<file path="src/rtl/mem_stage_sram_ctrl_pkg.sv">
// Shared widths, defaults, FSM encodings and the SRAM command bundle for the
// MEM-stage SRAM controller.
package mem_stage_sram_ctrl_pkg;

  localparam int DEF_WORD_LEN      = 32;
  localparam int DEF_SRAM_ADDR_LEN = 18;
  localparam int DEF_SRAM_DATA_LEN = 16;
  localparam int DEF_WAIT_CYCLES   = 1;
  localparam int DEF_ADDR_BASE     = 1024;

  // Phase counter width covers the full 0..7 WAIT_CYCLES range.
  localparam int PHASE_CNT_W = 3;

  localparam logic [1:0] ST_IDLE = 2'd0;
  localparam logic [1:0] ST_LO   = 2'd1;
  localparam logic [1:0] ST_HI   = 2'd2;
  localparam logic [1:0] ST_DONE = 2'd3;

  typedef struct packed {
    logic [DEF_SRAM_ADDR_LEN-1:0] addr;
    logic [DEF_SRAM_DATA_LEN-1:0] dq_out;
    logic                         dq_oe;
    logic                         we_n;
    logic                         oe_n;
  } sram_cmd_t;

  localparam sram_cmd_t SRAM_IDLE = '{addr: '0, dq_out: '0, dq_oe: 1'b0,
                                      we_n: 1'b1, oe_n: 1'b1};

endpackage

</file>
<file path="src/rtl/mem_stage_sram_ctrl_phase_counter.sv">
// Counts 0..MAX_COUNT while enabled and flags the final cycle of an SRAM phase.
module sram_phase_counter
  import mem_stage_sram_ctrl_pkg::*;
#(
  parameter int MAX_COUNT = DEF_WAIT_CYCLES
) (
  input  logic clk,
  input  logic rst_n,
  input  logic clear,
  input  logic en,
  output logic phase_last
);

  logic [PHASE_CNT_W-1:0] cnt_q, cnt_d;

  assign phase_last = (cnt_q == PHASE_CNT_W'(MAX_COUNT));

  always_comb begin
    cnt_d = cnt_q;
    if (clear || (en && phase_last)) begin
      cnt_d = '0;
    end else if (en) begin
      cnt_d = cnt_q + 1'b1;
    end
  end

  // NOTE: sequential state uses non-blocking assignments so every flop samples
  // pre-edge values, independent of block ordering.
  always_ff @(posedge clk or negedge rst_n) begin
    if (!rst_n) begin
      cnt_q <= '0;
    end else begin
      cnt_q <= cnt_d;
    end
  end

endmodule

</file>
<file path="src/rtl/mem_stage_sram_ctrl.sv">
// MEM-stage controller: splits a 32-bit load/store into LO then HI 16-bit SRAM
// accesses and holds the pipeline (ready=0) until the word is done.
module mem_stage_sram_ctrl
  import mem_stage_sram_ctrl_pkg::*;
#(
  parameter int WORD_LEN      = DEF_WORD_LEN,
  parameter int SRAM_ADDR_LEN = DEF_SRAM_ADDR_LEN,
  parameter int SRAM_DATA_LEN = DEF_SRAM_DATA_LEN,
  parameter int WAIT_CYCLES   = DEF_WAIT_CYCLES,
  parameter int ADDR_BASE     = DEF_ADDR_BASE
) (
  input  logic                     clk,
  input  logic                     rst,
  input  logic                     MEM_R_EN,
  input  logic                     MEM_W_EN,
  input  logic [WORD_LEN-1:0]      ALURes,
  input  logic [WORD_LEN-1:0]      ST_VAL,
  output logic [WORD_LEN-1:0]      memReadVal,
  output logic                     ready,
  output logic [SRAM_ADDR_LEN-1:0] sram_addr,
  output logic [SRAM_DATA_LEN-1:0] sram_dq_out,
  output logic                     sram_dq_oe,
  input  logic [SRAM_DATA_LEN-1:0] sram_dq_in,
  output logic                     sram_we_n,
  output logic                     sram_oe_n
);

  logic [1:0]          state_q, state_d;
  logic [WORD_LEN-1:0] rd_buf_q, rd_buf_d;
  logic [WORD_LEN-1:0] mem_read_val_q, mem_read_val_d;
  logic                phase_active, phase_last;
  sram_cmd_t           cmd;

  // A simultaneous read and write request is handled as a store.
  logic req, is_store, is_load;
  assign req      = MEM_R_EN | MEM_W_EN;
  assign is_store = MEM_W_EN;
  assign is_load  = MEM_R_EN & ~MEM_W_EN;

  // Byte offset from the SRAM window, wrapped to the half-word-pair range.
  logic [WORD_LEN-1:0]      offset;
  logic [SRAM_ADDR_LEN-2:0] waddr;
  logic                     unused_offset_bits;
  assign offset             = ALURes - WORD_LEN'(ADDR_BASE);
  assign waddr              = offset[SRAM_ADDR_LEN:2];
  assign unused_offset_bits = ^{offset[WORD_LEN-1:SRAM_ADDR_LEN+1], offset[1:0]};

  assign phase_active = (state_q == ST_LO) || (state_q == ST_HI);

  sram_phase_counter #(
    .MAX_COUNT (WAIT_CYCLES)
  ) u_phase_counter (
    .clk        (clk),
    .rst_n      (rst),
    .clear      (~phase_active),
    .en         (phase_active),
    .phase_last (phase_last)
  );

  // NOTE: every variable written here gets a default first, so no path through
  // the case statement can leave one unassigned and infer a latch.
  always_comb begin
    state_d        = state_q;
    rd_buf_d       = rd_buf_q;
    mem_read_val_d = mem_read_val_q;
    cmd            = SRAM_IDLE;
    ready          = 1'b0;

    if (phase_active) begin
      cmd.addr  = {waddr, (state_q == ST_HI)};
      cmd.we_n  = ~is_store;
      cmd.oe_n  = ~is_load;
      cmd.dq_oe = is_store;
      if (is_store) begin
        cmd.dq_out = (state_q == ST_HI) ? ST_VAL[WORD_LEN-1:SRAM_DATA_LEN]
                                        : ST_VAL[SRAM_DATA_LEN-1:0];
      end
    end

    case (state_q)
      ST_IDLE: begin
        ready = ~req;
        if (req) state_d = ST_LO;
      end
      ST_LO: begin
        if (phase_last) begin
          if (is_load) rd_buf_d[SRAM_DATA_LEN-1:0] = sram_dq_in;
          state_d = ST_HI;
        end
      end
      ST_HI: begin
        if (phase_last) begin
          // Commit on entry to DONE so memReadVal is valid for the whole DONE cycle.
          if (is_load) begin
            rd_buf_d[WORD_LEN-1:SRAM_DATA_LEN] = sram_dq_in;
            mem_read_val_d                     = rd_buf_d;
          end
          state_d = ST_DONE;
        end
      end
      default: begin
        ready   = 1'b1;
        state_d = ST_IDLE;
      end
    endcase
  end

  // NOTE: the read buffer is reset along with memReadVal, so an aborted load
  // leaves no stale half-word behind.
  always_ff @(posedge clk or negedge rst) begin
    if (!rst) begin
      state_q        <= ST_IDLE;
      rd_buf_q       <= '0;
      mem_read_val_q <= '0;
    end else begin
      state_q        <= state_d;
      rd_buf_q       <= rd_buf_d;
      mem_read_val_q <= mem_read_val_d;
    end
  end

  assign memReadVal  = mem_read_val_q;
  assign sram_addr   = cmd.addr;
  assign sram_dq_out = cmd.dq_out;
  assign sram_dq_oe  = cmd.dq_oe;
  assign sram_we_n   = cmd.we_n;
  assign sram_oe_n   = cmd.oe_n;

endmodule
</file>
<file path="config.mk">
export PLATFORM = sky130hd
export DESIGN_NAME = mem_stage_sram_ctrl
export DESIGN_NICKNAME = d
export VERILOG_FILES = /design/src/rtl/mem_stage_sram_ctrl_pkg.sv /design/src/rtl/mem_stage_sram_ctrl_phase_counter.sv /design/src/rtl/mem_stage_sram_ctrl.sv
export SDC_FILE = /design/constraint.sdc
export NUM_CORES = 1
export LEC_CHECK = 0
export BUFFER_PORTS_ARGS = -buffer_cell sky130_fd_sc_hd__buf_2
export CAP_MARGIN = 40
export CORE_ASPECT_RATIO = 1.1
export CORE_UTILIZATION = 39
export CTS_CLUSTER_DIAMETER = 200
export DETAILED_ROUTE_END_ITERATION = 10
export GPL_TIMING_DRIVEN = 0
export PLACE_DENSITY = 0.76
export SLEW_MARGIN = 40
export SYNTH_ARGS = -nofsm -noshare
export SYNTH_HDL_FRONTEND = slang
export SYNTH_HIERARCHICAL = 1
export SYNTH_SLANG_ARGS = --single-unit
</file>
<file path="constraint.sdc">
create_clock -name clk -period 2.51 [get_ports clk]
set_input_delay 0.753 -clock clk [delete_from_list [all_inputs] [get_ports clk]]
set_output_delay 0.753 -clock clk [all_outputs]
set_load 0.01 [all_outputs]
</file>
# After elaboration in Yosys (flattened, before gate mapping)
# Cells that the tools add are included.
# word_totals
regBits,53
input_bits,84
wordCells,37
output_inout_bits,70
# classes
muxes,10
eq_ne,6
add_sub_neg,2
n_bitwise,6
reduce_logical,9
# ops
operator,count
$mux 37,1
$mux 16,2
$sub 19x11->19 const B,1
$reduce_and 3->1,3
$mux 2,3
$mux 3,2
$pmux 2 s3,1
$ne 2x1->1 const B,2
$not 1->1,4
$add 3x1->3 const B,1
$eq 3x1->1 const B,1
$eq 2x1->1 const B,1
$eq 2x2->1 const B,1
$logic_not 2->1,1
$logic_or 1x1->1,2
$ne 2x2->1 const B,1
$pmux 1 s2,1
$reduce_bool 2->1,1
$reduce_or 2->1,1
$and 1x1->1,1
$logic_and 1x1->1,1
$or 1x1->1,1

# Longest topological paths before layout
# logic_depth
ltp_word,5
ltp_mapped,8
mapped_depth_nobuf,7

# Modules after synthesis
# Netlist, hierarchy kept.
# by_module_without_submodules
module,cells_per_inst,area_per_inst_um2,instances,seq_area_each_um2
mem_stage_sram_ctrl,194,2404.8,1,1251.2
sram_phase_counter,18,175.2,1,75.1

# Worst setup path before layout
# Ideal clock, no wire load.
# synth_timing
path_kind,in2out
startpoint,in ALURes[15]
endpoint,out sram_addr[17]
path_stages,3
required_ps,1757
setup_slack_ps,-231
path_buffers,0
arrival_ps,1988
path_cell_list,or4_4 or4_1 a21oi_1
# synth_between
elab_chain_cells,2
# synth_lines
item,line_no,text
from (decl),mem_stage_sram_ctrl.sv:16,"input logic [WORD_LEN-1:0] ALURes,"
$sub 19x11->19,mem_stage_sram_ctrl.sv:44,assign offset = ALURes - WORD_LEN'(ADDR_BASE);
$mux 37,mem_stage_sram_ctrl.sv:69,if (phase_active) begin
to (decl),mem_stage_sram_ctrl.sv:20,"output logic [SRAM_ADDR_LEN-1:0] sram_addr,"
# No other way between the ends.

# Final worst setup path
# layout_timing
startpoint,in ALURes[16]
endpoint,out sram_addr[17]
# The elaborated chain is that of the path after synthesis.

==> results.py <==
metrics = {
    "die": {
        "core_region_area_mm2": 0.00627,
        "chipHeight_um": 87.3,
        "num_io_pins": 154,
        "area_enclosed_by_the_die_boundary_mm2": 0.00695,
        "die-width_um": 79.6,
        "placement_rows": 30,
        "initial_utilization": 0.412,
    },
    "power_and_ir_drop": {
        "power_density_mw_per_mm2": 1120,
        "report.power.total_mw": 4.13,
        "vdd_drop_max_uv": 821,
        "total_leakage_power_nw": 2.01,
    },
    "cells_and_area": {
        "layout-drive-gt1-share": 0.631,
        "area.sequential_mm2": 0.00133,
        "area_of_the_multi_input_gates_mm2": 0.00127,
        "fillers": 537,
        "diodes": 0,
        "flow.area_growth_from_synthesis_pct": 42.6,
        "final_nets": 455,
        "finalInstanceArea_mm2": 0.00368,
    },
    "synth": {
        "yosys_register_bits": 53,
        "portion_of_the_post_synthesis_area_used_by_sequential_elements": 0.514,
        "synth_edf_count": 0,
        "syn_area_per_cell_um2": 12.2,
        "postSynthCellCount": 212,
        "postSynthNetCount": 302,
        "ys_warn_count": 6,
        "synth.cell_area_mm2": 0.00258,
        "postSynth.topFlopCell": "dfrtp_1",
        "asyncSetResetFlopFracSynth": 1.00,
        "synth_cell_types": 26,
    },
    "worst_setup_path": {
        "worst_path_dominant_cell_family": "simple AND/OR/NAND/NOR gates",
        "crit_path_start": "ALURes[16]",
        "cpPeakStageDelay_ns": 0.54,
        "timing.rr.start": "u_phase_counter/cnt_q[0]$_DFFE_PN0P_",
        "cp.arrival_ns": 2.13,
        "worst-path-buf-inv": 2,
        "worstPathCellList": "buf_6 -> or4_4 -> or4_4 -> a21oi_2 -> buf_2",
        "crit_slowest_cell": "or4_4",
        "worstSetupPathType": "in2out",
        "critPathCaptureType": "output port",
        "crit_required_ns": 1.76,
        "critical_path.startpoint_type": "primary input",
        "critical_path.max_fanout": 3,
        "critical_path.most_common_cell": "or4_4",
    },
    "sta": {
        "max-slew-margin-rel": 0.567,
        "finalCriticalPeriod_ns": 2.88,
        "layout_setup_ws_ns": -0.368,
        "final.period_utilization": 1.15,
        "setup_viol": 6,
        "worst_clock_skew_ns": 0.00571,
        "grt_setup_unrepaired": "true",
        "max_slew.worst_pin.slew_ns": 0.650,
        "achievable-frequency_ghz": 0.347,
        "hold_viol_final": 0,
        "final-max-slew-violation-count": 0,
    },
    "run": {
        "max_cap_violations": 0,
    },
    "route": {
        "mean_routed_wirelength_per_cell_um": 13.2,
        "drt-vias-per-instance": 4.83,
        "drt-initial-drc-count": 17,
        "sum_of_routed_wire_length_over_all_layers_um": 5870,
        "postRouteAntennaNets": 0,
        "dr_drc_count": 0,
        "drt_first_pass_iters": 4,
        "routed-via-count": 2152,
    },
    "clock_tree": {
        "cts.htree.levels": 2,
        "insertion_delay_ns": 0.30,
        "cts.reportedPaths.clkPinSlew_ns": 0.09,
        "post_cts_hold_buffer_count": 0,
        "clock-sinks": 53,
        "tritoncts": "yes",
        "max-clock-path-buffers": 2,
        "tritoncts.num_buffers": 5,
        "buffer_type_at_the_clock_tree_root": "clkbuf_8",
    },
    "grt": {
        "grt_max_degree": 54,
        "grt_overflow_total": 0,
        "via_count_of_the_first_global_routing_pass": 2103,
        "grt_antenna_before_repair": 0,
        "wire_length_of_the_first_global_routing_pass_um": 9170,
        "globalRouteTotalUtil": 0.169,
    },
    "placement": {
        "gp_routability_congestion": 0.728,
        "dpl_cell_area_mm2": 0.00342,
        "placement.io_buffers": 138,
        "dp_hpwl_um": 4580,
    },
    "status": {
        "run_status": "finished with violations",
        "failed_checks": "setup timing",
    },
    "worst_hold_path": {
        "hold_path.class": "in2async",
    },
}
## worst reg2reg max path: cells and delay by family, from the launching register on
family	cells	cell delay, ns
and+or+nand+nor	3	0.53
buffers and inverters	2	0.39
muxes	1	0.38
adders and majority gates	1	0.24
DFF	1	0.43
## worst paths after layout
kind	cells past startpoint	slack, ns	end
setup / recovery	5	-0.37	sram_addr[17]
hold / removal	1	0.48	memReadVal[29]$_DFFE_PN0P_
setup reg to reg	7	0.41	rd_buf_q[5]$_DFFE_PN0P_
hold reg to reg	1	0.51	memReadVal[18]$_DFFE_PN0P_
max in group asynchronous	1	1.60	memReadVal[26]$_DFFE_PN0P_
min in group clk	1	0.51	memReadVal[18]$_DFFE_PN0P_
## where the power goes
| group | switching (mW) | internal [mW] |
|---|---|---|
| Sequential | 0.188 | 1.24 |
| Combinational | 1.11 | 1.13 |
| Clock | 0.262 | 0.197 |
| Total | 1.56 | 2.57 |
## state kept, by name, indices dropped and copies added, names as in the netlist
register               flops
state_q                    2
u_phase_counter/cnt_q      3
memReadVal                32
rd_buf_q                  16
## cells in the mapped netlist (2+ instances only)
| master | instances | area (µm²) |
|---|---|---|
| nor2_1 | 23 | 86.3 |
| ha_1 | 6 | 75.1 |
| mux2_2 | 48 | 541 |
| clkbuf_1 | 2 | 7.51 |
| a21oi_1 | 8 | 40.0 |
| and2_1 | 8 | 50.1 |
| nand3b_1 | 3 | 22.5 |
| inv_1 | 8 | 30.0 |
| o31ai_1 | 2 | 15.0 |
| or4_1 | 2 | 15.0 |
| buf_2 | 6 | 30.0 |
| nand2_1 | 5 | 18.8 |
| dfrtp_1 | 53 | 1330 |
| o21ai_0 | 4 | 20.0 |
| mux2i_1 | 19 | 190 |
| nand2b_1 | 5 | 31.3 |
## stage by stage
stage | util | TNS (ns) | setup WS, ns | hold WS, ns | std cells
6_report | 0.587 | -1.14 | -0.368 | 0.475 | 446
5_1_grt | 0.587 | -1.35 | -0.396 | 0.514 | 446
4_1_cts | 0.579 | -1.10 | -0.375 | 0.493 | 442
3_5_place_dp | 0.546 | -1.46 | -0.464 | 0.489 | 430
3_3_place_gp | 0.546 | -1.36 | -0.433 | 0.478 | 430
2_1_floorplan | - | -0.313 | -0.190 | 0.457 | 212
## per-layer routing
metal / GRT usage / share of wire / vias to the layer above
met1: 0.189 / 0.41 / 1004
met5: 0 / 0 / -
met4: 0.0347 / 0.0075 / 0
met3: 0.0335 / 0.063 / 7
met2: 0.326 / 0.52 / 102
li1: - / - / 1039
## cells in the final DEF (no fill, tap or decap), drive strengths merged
cell and n:
nand2b 6, buf 153, inv 9, and3b 1, mux2i 19, nand3b 3
a211oi 1, nor2 23, clkbuf 7, or3 2, clkinvlp 2, or3b 1
ha 6, dfrtp 53, o21ai 4, nand2 5, or4 3, mux2 48
a21oi 8, and2 8, xor2 1, or4b 1, o31ai 2
## cell type report
cell class | count | area share
clock inverter | 2 | 0.00408
inverter | 9 | 0.0119
sequential | 53 | 0.360
tap | 80 | 0.0272
buffer | 7 | 0.0143
clock buffer | 6 | 0.0197
multi-input combinational | 142 | 0.345
timing repair buffer | 147 | 0.217
## logic make-up after synthesis
family                   share of synthesized area
XOR/XNOR                                   0.00340
buffers and inverters                       0.0276
adder cells (fa/ha/maj)                     0.0291
AND/OR/NAND/NOR                              0.111
flip-flops                                   0.514
multiplexers                                 0.283
AO/OA/AOI/OAI                               0.0320
## timing repair
item,CTS,global route
setup endpoints to repair,32,27
setup buffers,4,5
pin swaps,6,2
gates resized for setup,26,10
No activity file was read; power rests on OpenSTA's default activity.
